<file path="config.mk">
export PLATFORM = sky130hd
export DESIGN_NAME = bmm_mem_arbiter
export DESIGN_NICKNAME = d
export VERILOG_FILES = /design/src/rtl/bmm_mem_pkg.sv /design/src/rtl/bmm_mem_arbiter.sv
export SDC_FILE = /design/constraint.sdc
export NUM_CORES = 1
export LEC_CHECK = 0
export CORE_AREA = 2 2 100 102
export DETAILED_ROUTE_END_ITERATION = 12
export DIE_AREA = 0 0 102 104
export GPL_TIMING_DRIVEN = 0
export PLACE_DENSITY_LB_ADDON = 0.3
export SLEW_MARGIN = 20
export SYNTH_ARGS = -nofsm -noshare
export SYNTH_HDL_FRONTEND = slang
export SYNTH_SLANG_ARGS = --single-unit
</file>
<file path="constraint.sdc">
create_clock -name clk_i -period 4.4 [get_ports clk_i]
set_input_delay 0.88 -clock clk_i [delete_from_list [all_inputs] [get_ports clk_i]]
set_output_delay 0.88 -clock clk_i [all_outputs]
set_load 0.01 [all_outputs]
</file>
<file path="src/rtl/bmm_mem_pkg.sv">
// Shared types for the bmm instruction/data SRAM arbiter.
// Latency: n/a (types and constants only).
// Backpressure: n/a.
package bmm_mem_pkg;

    // Which port owns the read response that is currently in flight.
    typedef enum logic [1:0] {
        RSP_IDLE  = 2'd0,
        RSP_INSTR = 2'd1,
        RSP_DATA  = 2'd2
    } rsp_port_e;

    // Response tag captured at grant time.
    // err marks an out-of-range read that must return ERR_RDATA.
    typedef struct packed {
        rsp_port_e port;
        logic      err;
    } rsp_tag_t;

    // Data returned for a read that never reached the SRAM.
    localparam logic [31:0] ERR_RDATA = 32'h0;

    // Tag value meaning that no response is in flight.
    localparam rsp_tag_t RSP_TAG_IDLE = '{port: RSP_IDLE, err: 1'b0};

    // Unsigned offset check.
    // An address below BASE_ADDR wraps to a huge offset and is rejected as well.
    function automatic logic addr_in_range(input logic [31:0] off, input logic [31:0] size);
        return off < size;
    endfunction

endpackage

</file>
<file path="src/rtl/bmm_mem_arbiter.sv">
// Shares one single-port SRAM between instruction-fetch and LSU ports, data has priority with a starvation guard.
// Latency: grant combinational in the request cycle; read data returned exactly 1 cycle after grant.
// Backpressure: a losing port sees gnt low and must hold its request; stores complete at grant with no response.
module bmm_mem_arbiter
    import bmm_mem_pkg::*;
#(
    parameter logic [31:0] BASE_ADDR  = 32'h0000_0000,
    parameter int unsigned NUM_BYTES  = 16384,
    parameter int unsigned MAX_STARVE = 4,
    localparam int unsigned AW        = $clog2(NUM_BYTES / 4)
) (
    input  logic          clk_i,
    input  logic          rst_ni,

    input  logic          instr_req_i,
    input  logic [31:0]   instr_addr_i,
    output logic          instr_gnt_o,
    output logic          instr_rvld_o,
    output logic [31:0]   instr_rdata_o,

    input  logic          data_req_i,
    input  logic [31:0]   data_addr_i,
    input  logic          data_we_i,
    input  logic [3:0]    data_be_i,
    input  logic [31:0]   data_wdata_i,
    output logic          data_gnt_o,
    output logic          data_rvalid_o,
    output logic [31:0]   data_rdata_o,
    output logic          data_err_o,

    output logic          mem_en_o,
    output logic          mem_we_o,
    output logic [3:0]    mem_be_o,
    output logic [AW-1:0] mem_addr_o,
    output logic [31:0]   mem_wdata_o,
    input  logic [31:0]   mem_rdata_i
);

    localparam logic [31:0] MEM_SIZE    = 32'(NUM_BYTES);
    localparam logic [3:0]  STARVE_SATS = 4'(MAX_STARVE);

    // Byte offsets into the SRAM window and their range checks.
    logic [31:0] instr_off;
    logic [31:0] data_off;
    logic        instr_in_range;
    logic        data_in_range;

    assign instr_off      = instr_addr_i - BASE_ADDR;
    assign data_off       = data_addr_i - BASE_ADDR;
    assign instr_in_range = addr_in_range(instr_off, MEM_SIZE);
    assign data_in_range  = addr_in_range(data_off, MEM_SIZE);

    // Offset bits above the SRAM window are covered by the range check.
    // Offset bits [1:0] are ignored because accesses are word aligned.
    logic unused_addr_bits;
    assign unused_addr_bits = ^{instr_off[31:AW+2], instr_off[1:0],
                                data_off[31:AW+2], data_off[1:0]};

    // State: starvation counter and the in-flight response tag.
    logic [3:0] starve_cnt_q, starve_cnt_d;
    rsp_tag_t   rsp_tag_q, rsp_tag_d;

    logic instr_gnt;
    logic data_gnt;
    logic starve_hit;
    logic store_err;

    // Fixed-priority arbitration: data wins unless instr has lost MAX_STARVE times in a row.
    // Grants are held low while reset is asserted.
    always_comb begin
        instr_gnt  = 1'b0;
        data_gnt   = 1'b0;
        starve_hit = (starve_cnt_q == STARVE_SATS);
        if (rst_ni) begin
            if (data_req_i && !(instr_req_i && starve_hit)) begin
                data_gnt = 1'b1;
            end else if (instr_req_i) begin
                instr_gnt = 1'b1;
            end
        end
    end

    // Drive the SRAM from the winning port.
    // An out-of-range winner still gets its grant but never enables the macro.
    always_comb begin
        mem_en_o    = 1'b0;
        mem_we_o    = 1'b0;
        mem_be_o    = 4'h0;
        mem_addr_o  = '0;
        mem_wdata_o = 32'h0;
        if (data_gnt) begin
            mem_en_o    = data_in_range;
            mem_we_o    = data_we_i & data_in_range;
            mem_be_o    = data_be_i;
            mem_addr_o  = data_off[AW+1:2];
            mem_wdata_o = data_wdata_i;
        end else if (instr_gnt) begin
            mem_en_o    = instr_in_range;
            mem_be_o    = 4'hF;
            mem_addr_o  = instr_off[AW+1:2];
        end
    end

    // Count consecutive instr losses.
    // The count saturates at MAX_STARVE and clears on an instr win or when instr stops asking.
    always_comb begin
        starve_cnt_d = starve_cnt_q;
        if (!instr_req_i || instr_gnt) begin
            starve_cnt_d = 4'd0;
        end else if (starve_cnt_q != STARVE_SATS) begin
            starve_cnt_d = starve_cnt_q + 4'd1;
        end
    end

    // Remember which port a granted read belongs to, so its data can be steered next cycle.
    always_comb begin
        rsp_tag_d = RSP_TAG_IDLE;
        if (instr_gnt) begin
            rsp_tag_d = '{port: RSP_INSTR, err: !instr_in_range};
        end else if (data_gnt && !data_we_i) begin
            rsp_tag_d = '{port: RSP_DATA, err: !data_in_range};
        end
    end

    // State registers.
    // Asynchronous reset drops any in-flight response.
    always_ff @(posedge clk_i or negedge rst_ni) begin
        if (!rst_ni) begin
            starve_cnt_q <= 4'd0;
            rsp_tag_q    <= RSP_TAG_IDLE;
        end else begin
            starve_cnt_q <= starve_cnt_d;
            rsp_tag_q    <= rsp_tag_d;
        end
    end

    // A store that misses the SRAM window is flagged in its grant cycle.
    assign store_err = data_gnt & data_we_i & ~data_in_range;

    // Steer read data to the port named by the tag.
    // Unselected rdata outputs are held at zero.
    always_comb begin
        instr_rvld_o  = 1'b0;
        instr_rdata_o = 32'h0;
        data_rvalid_o = 1'b0;
        data_rdata_o  = 32'h0;
        data_err_o    = store_err;
        case (rsp_tag_q.port)
            RSP_INSTR: begin
                instr_rvld_o  = 1'b1;
                instr_rdata_o = rsp_tag_q.err ? ERR_RDATA : mem_rdata_i;
            end
            RSP_DATA: begin
                data_rvalid_o = 1'b1;
                data_rdata_o  = rsp_tag_q.err ? ERR_RDATA : mem_rdata_i;
                data_err_o    = store_err | rsp_tag_q.err;
            end
            default: ;
        endcase
    end

    assign instr_gnt_o = instr_gnt;
    assign data_gnt_o  = data_gnt;

endmodule
</file>
Word-level counts from Yosys, hierarchy flattened --
Cells that the tools add are included.
Operators by class: add/sub/neg operators 1, order comparisons 2, equality and inequality tests 4, muxes and demuxes 23, bitwise gates (word level) 5, reductions and logical operators 10
Operators by type and width (count):
- 32-bit two-way mux | 4
- 32-bit by 15-bit less-than comparator with 1-bit output (second input constant) | 2
- 12-bit two-way mux | 2
- 4-bit two-way mux | 4
- 1-bit two-way mux | 11
- 3-bit two-way mux | 2
- 1-bit logical NOT | 5
- 4-bit by 1-bit adder with 4-bit output (second input constant) | 1
- 4-bit by 3-bit == test with 1-bit output (second input constant) | 1
- 4-bit by 3-bit != test with 1-bit output (second input constant) | 1
- 1-bit AND | 3
- 1-bit logical AND | 3
- 2-bit by 1-bit == test with 1-bit output (second input constant) | 1
- 2-bit == test (second input constant) | 1
- 2-bit nonzero test | 1
- 1-bit logical OR | 1
- 1-bit NOT | 1
- 1-bit OR | 1
Storage, ports and cells: bits in registers 7, bits of input ports 137, output and inout port bits 119, word-level logic and storage cells 48

Logic depth before layout (Yosys ltp) --
Gate-level depths: netlist of the first run.
depth in word-level cells 10, mapped depth 8, mapped depth without buffers 7

Least setup slack after synthesis of the first run --
No wires, ideal clock.
path type input to output, start input data_addr_i[28], end output mem_we_o, arrival 1.906 ns, data required time 3.520 ns, slack 1.614 ns, cell stages on the path 3, path buffers 0, cell sequence or4_4 > nor4_4 > and3_1
Between the ends: longest elaborated chain between the ends 3
Ends and longest elaborated chain:
- from (decl) | line bmm_mem_arbiter.sv:22 | input logic [31:0] data_addr_i,
- 32-bit by 15-bit less-than comparator with 1-bit output | line bmm_mem_pkg.sv:29 | return off < size;
- 1-bit AND | line bmm_mem_arbiter.sv:93 | mem_we_o = data_we_i & data_in_range;
- 1-bit two-way mux | line bmm_mem_arbiter.sv:91 | if (data_gnt) begin
- to (decl) | line bmm_mem_arbiter.sv:32 | output logic mem_we_o,
Every way passes these cells.

Final worst setup path of the first run --
start input rst_ni, end output mem_we_o
Between the ends: longest elaborated chain between the ends 2
Ends and longest elaborated chain:
- from (decl) | line bmm_mem_arbiter.sv:13 | input logic rst_ni,
- 1-bit two-way mux | line bmm_mem_arbiter.sv:74 | if (rst_ni) begin
- 1-bit two-way mux | line bmm_mem_arbiter.sv:91
Every way passes these cells.

==> run metrics, run 1 <==
status finished clean; number of buffer cells added on primary ports 251; DIE HEIGHT around 100 µm; share of flip-flops with an asynchronous set or reset 100%; fraction of final layout cells sized beyond drive strength 1 roughly 2.1%; syn nets 360; row count 36; logic gate share of total power between 60% and 70%; cell leakage power 1.55 nW; kind of start point of the critical path primary input; portion of total power attributed to sequential cells roughly 16%; source-to-sink clock delay at the later pin of the worst-skew pair between 200 and 250 ps; first-pass detailed-route iteration total 4; Layout Nets between 600 and 700; post-synthesis average cell area around 5.6 µm²; f_max between 200 and 250 MHz; worst-case headroom to the max-slew limit a little over two thirds; synthesis-to-layout area growth 220%; number of cells in the finished layout apart from fillers between 600 and 700; global placer's final weighted congestion just under 0.9; wire length of the first global-routing pass between 10 and 15 mm; DRC 0; maximum number of pins on one net before global-route repair 13; number of clock buffers inserted by TritonCTS 3; Tcrit/Tclk final 92.1%; postcts setup bufs 0; number of levels in the clock H-tree 1; post-route antenna net violation count 0; category of the worst setup path capture point output port; clock slew seen by the registers of the worst setup and hold paths around 40 ps; Total Die Area 0.0106 mm²; Setup-failing EPs final 0; distinct cell type count after synthesis 26; Yosys warning total 0; Clock Skews about 4.1 ps; clock network fraction of total power between 15 and 20%; transition time at the pin with the least slew margin 440 ps; maximum number of buffers from clock root to sink 2; CTS tree done; die boundary width 102 µm; number of storage elements in the synthesis netlist 7; instance count after placement with tap cells included just over 600; met1 layer usage reported by global route 12.9%; initial antenna violation count 0; Clock Sink Count 7; final hold vios 0; internal power consumption 0.323 mW; vias after detailed routing ~2400; Gate Count Post-Synth between 200 and 250; Routed Wire Length 8.08 mm; most used flip-flop cell after synthesis sky130_fd_sc_hd__dfrtp_1; Switching Share a little under a third; peak-usage layer in the global routing report met2; number of hold-repair buffers added at the cts stage 0; GRT Residual Overflow 0; Slew Viols, Final 0; data required time at the worst endpoint about 3500 ps; number of global-route vias before repair around 2400; overall power after layout approximately 0.46 mW; Fin Hold WS 548 ps; Final min period ~4100 ps; RSZ-0062 raised after global routing no; count of pins on the block boundary around 260; critical path class in -> out; post-DP HPWL 7.25 mm; largest fanout on the critical path 12; commonest cells after routing, fill and taps aside sky130_fd_sc_hd__clkdlybuf4s50_1 (251), sky130_fd_sc_hd__nor2_1 (67), sky130_fd_sc_hd__nand2_1 (44); maximum vdd ir drop 0.0470 mV; detailed-route vias per instance roughly 4.0; starting density of the core 13.0%; switching power summed over all nets 0.139 mW; GRT Util Overall approximately 14%; Core Footprint 0.00955 mm²; clock root cell sky130_fd_sc_hd__clkbuf_8; number of flops mapped to enable cells by yosys 0; Hold/Removal Path Class reg -> reg; leading cell type in the layout, fill and taps excluded sky130_fd_sc_hd__clkdlybuf4s50_1; Critical Path AT between 3000 and 4000 ps; met3 routing resource usage after global routing 3.70%; number of maximum-capacitance constraint violations 0; share of synthesized area occupied by flip-flops and latches between 10% and 20%; setup TNS 0 ps; detail-routed net length per standard cell around 13 µm; mapped cell area about 0.0012 mm²; DRC marker count from the first detailed-route iteration 31; met2 Track Usage GR between 20% and 30%; ANT cells 0; Power Dens Cells 116 mW/mm²
==> logic make-up after synthesis <==
| kind of cell | count (synthesis) | share of synthesized area [%] |
|---|---|---|
| adders and majority gates | 2 | 2.02 |
| buffers and inverters | 24 | 7.56 |
| DFF | 7 | 14.1 |
| xor gates and xnor gates | 1 | 0.706 |
| and+or+nand+nor | 166 | 62.7 |
| AOI/OAI and AO/OA | 21 | 12.9 |
==> stage by stage <==
step                      worst slack [ps]  util, %  area, µm²
final                                  349     41.6       3970
after global placement                53.2     41.1       3920
after global routing                  81.8     41.6       3970
after CTS                              234     41.6       3970
after floorplan                       1610        -       1240
after detailed placement             -9.88     41.1       3920
==> power groups by stage <==
stage	registers (mW)	clock network [mW]	logic [mW]
after floorplan	0.0715	0	0.0881
after global placement	0.0721	0	0.299
after detailed placement	0.0724	0	0.302
after CTS	0.0715	0.0933	0.304
after global routing	0.0721	0.0964	0.322
final	0.0714	0.0907	0.299
==> worst max-delay path: stages <==
cell                              delay, ps
sky130_fd_sc_hd__clkdlybuf4s50_1        730
sky130_fd_sc_hd__nand3_1                240
sky130_fd_sc_hd__inv_1                  250
sky130_fd_sc_hd__clkbuf_1               310
sky130_fd_sc_hd__and3_1                 210
sky130_fd_sc_hd__clkdlybuf4s50_1        560
==> worst paths after layout <==
| kind | end | slack (ps) | cells past startpoint | startpoint |
|---|---|---|---|---|
| max | mem_we_o | 350 | 6 | rst_ni |
| min | starve_cnt_q[0] | 550 | 2 | starve_cnt_q[0] |
| max reg2reg | rsp_tag_q[0] | 2710 | 6 | starve_cnt_q[0] |
| min reg2reg | starve_cnt_q[0] | 550 | 2 | starve_cnt_q[0] |
| max in group asynchronous | rsp_tag_q[1] | 3140 | 1 | rst_ni |
| min in group asynchronous | starve_cnt_q[2] | 960 | 1 | rst_ni |
==> routing by layer <==
metal	wire [µm]	vias to the layer above	part of all wire [%]
met3	942	17	12
met1	2700	1033	33
met2	4180	168	52
met4	252	0	3.1
li1	-	1220	-
met5	0	-	0
==> cells in the mapped netlist, drive strengths merged, types with 2 or more instances <==
cell type / number / area [µm²]
nor2: 67 / 251
nand2: 44 / 165
and2: 32 / 200
a22o: 13 / 115
clkbuf: 11 / 41.3
nor4: 8 / 65.1
dfrtp: 7 / 175
inv: 7 / 26.3
buf: 6 / 26.3
nand3: 5 / 25.0
o21ai: 5 / 25.0
nand2b: 4 / 25.0
ha: 2 / 25.0
or4: 2 / 18.8
==> state kept, by name (all words and copies together), names as in the netlist <==
signal	flops
rsp_tag_q	3
starve_cnt_q	4
==> repair_timing <==
action	CTS	global route
hold endpoints to repair	0	0
endpoints found under the setup margin	2	0
resized for setup	1	0
==> layout make-up <==
class                   instances  area, µm²
flip-flops and latches          7        175
inverters                       7       26.3
repair buffers                251       2510
multi-input cells             190        976
plain buffers                  17       67.6
clock buffers                   4       45.0
well taps                     133        166
fillers                      1003       5580
No activity file was read; power rests on OpenSTA's default activity.
==> inputs of run 2 (changes only) <==
--- a/config.mk
+++ b/config.mk
@@ -10,7 +10,7 @@
 export DIE_AREA = 0 0 102 104
 export GPL_TIMING_DRIVEN = 0
 export PLACE_DENSITY_LB_ADDON = 0.3
-export SLEW_MARGIN = 20
+export SKIP_CTS_REPAIR_TIMING = 1
 export SYNTH_ARGS = -nofsm -noshare
 export SYNTH_HDL_FRONTEND = slang
 export SYNTH_SLANG_ARGS = --single-unit
==> constraint.sdc (replaced) <==
create_clock -name clk_i -period 4.6 [get_ports clk_i]
set_input_delay 0.92 -clock clk_i [delete_from_list [all_inputs] [get_ports clk_i]]
set_output_delay 0.92 -clock clk_i [all_outputs]
set_load 0.01 [all_outputs]
==> results of run 2 <==
Same layout as run 1 (identical final DEF). Status: finished clean.
Among the figures that moved: setup slack after placement -9.88 ps -> 110 ps; setup slack after layout 349 ps -> 469 ps; register-to-register setup slack 2710 ps -> 2910 ps; total power 0.462 mW -> 0.442 mW; worst IR drop on VDD 0.0470 mV -> 0.0450 mV
==> inputs of run 3 (changes only) <==
--- a/config.mk
+++ b/config.mk
@@ -6,6 +6,7 @@
 export NUM_CORES = 1
 export LEC_CHECK = 0
 export CORE_AREA = 2 2 100 102
+export CTS_CLUSTER_SIZE = 16
 export DETAILED_ROUTE_END_ITERATION = 12
 export DIE_AREA = 0 0 102 104
 export GPL_TIMING_DRIVEN = 0
==> results of run 3 <==
Same layout as run 1 (identical final DEF). Status: finished clean.
Among the figures that moved: setup slack after placement -9.88 ps -> 110 ps; setup slack after layout 349 ps -> 469 ps; register-to-register setup slack 2710 ps -> 2910 ps; total power 0.462 mW -> 0.442 mW; worst IR drop on VDD 0.0470 mV -> 0.0450 mV
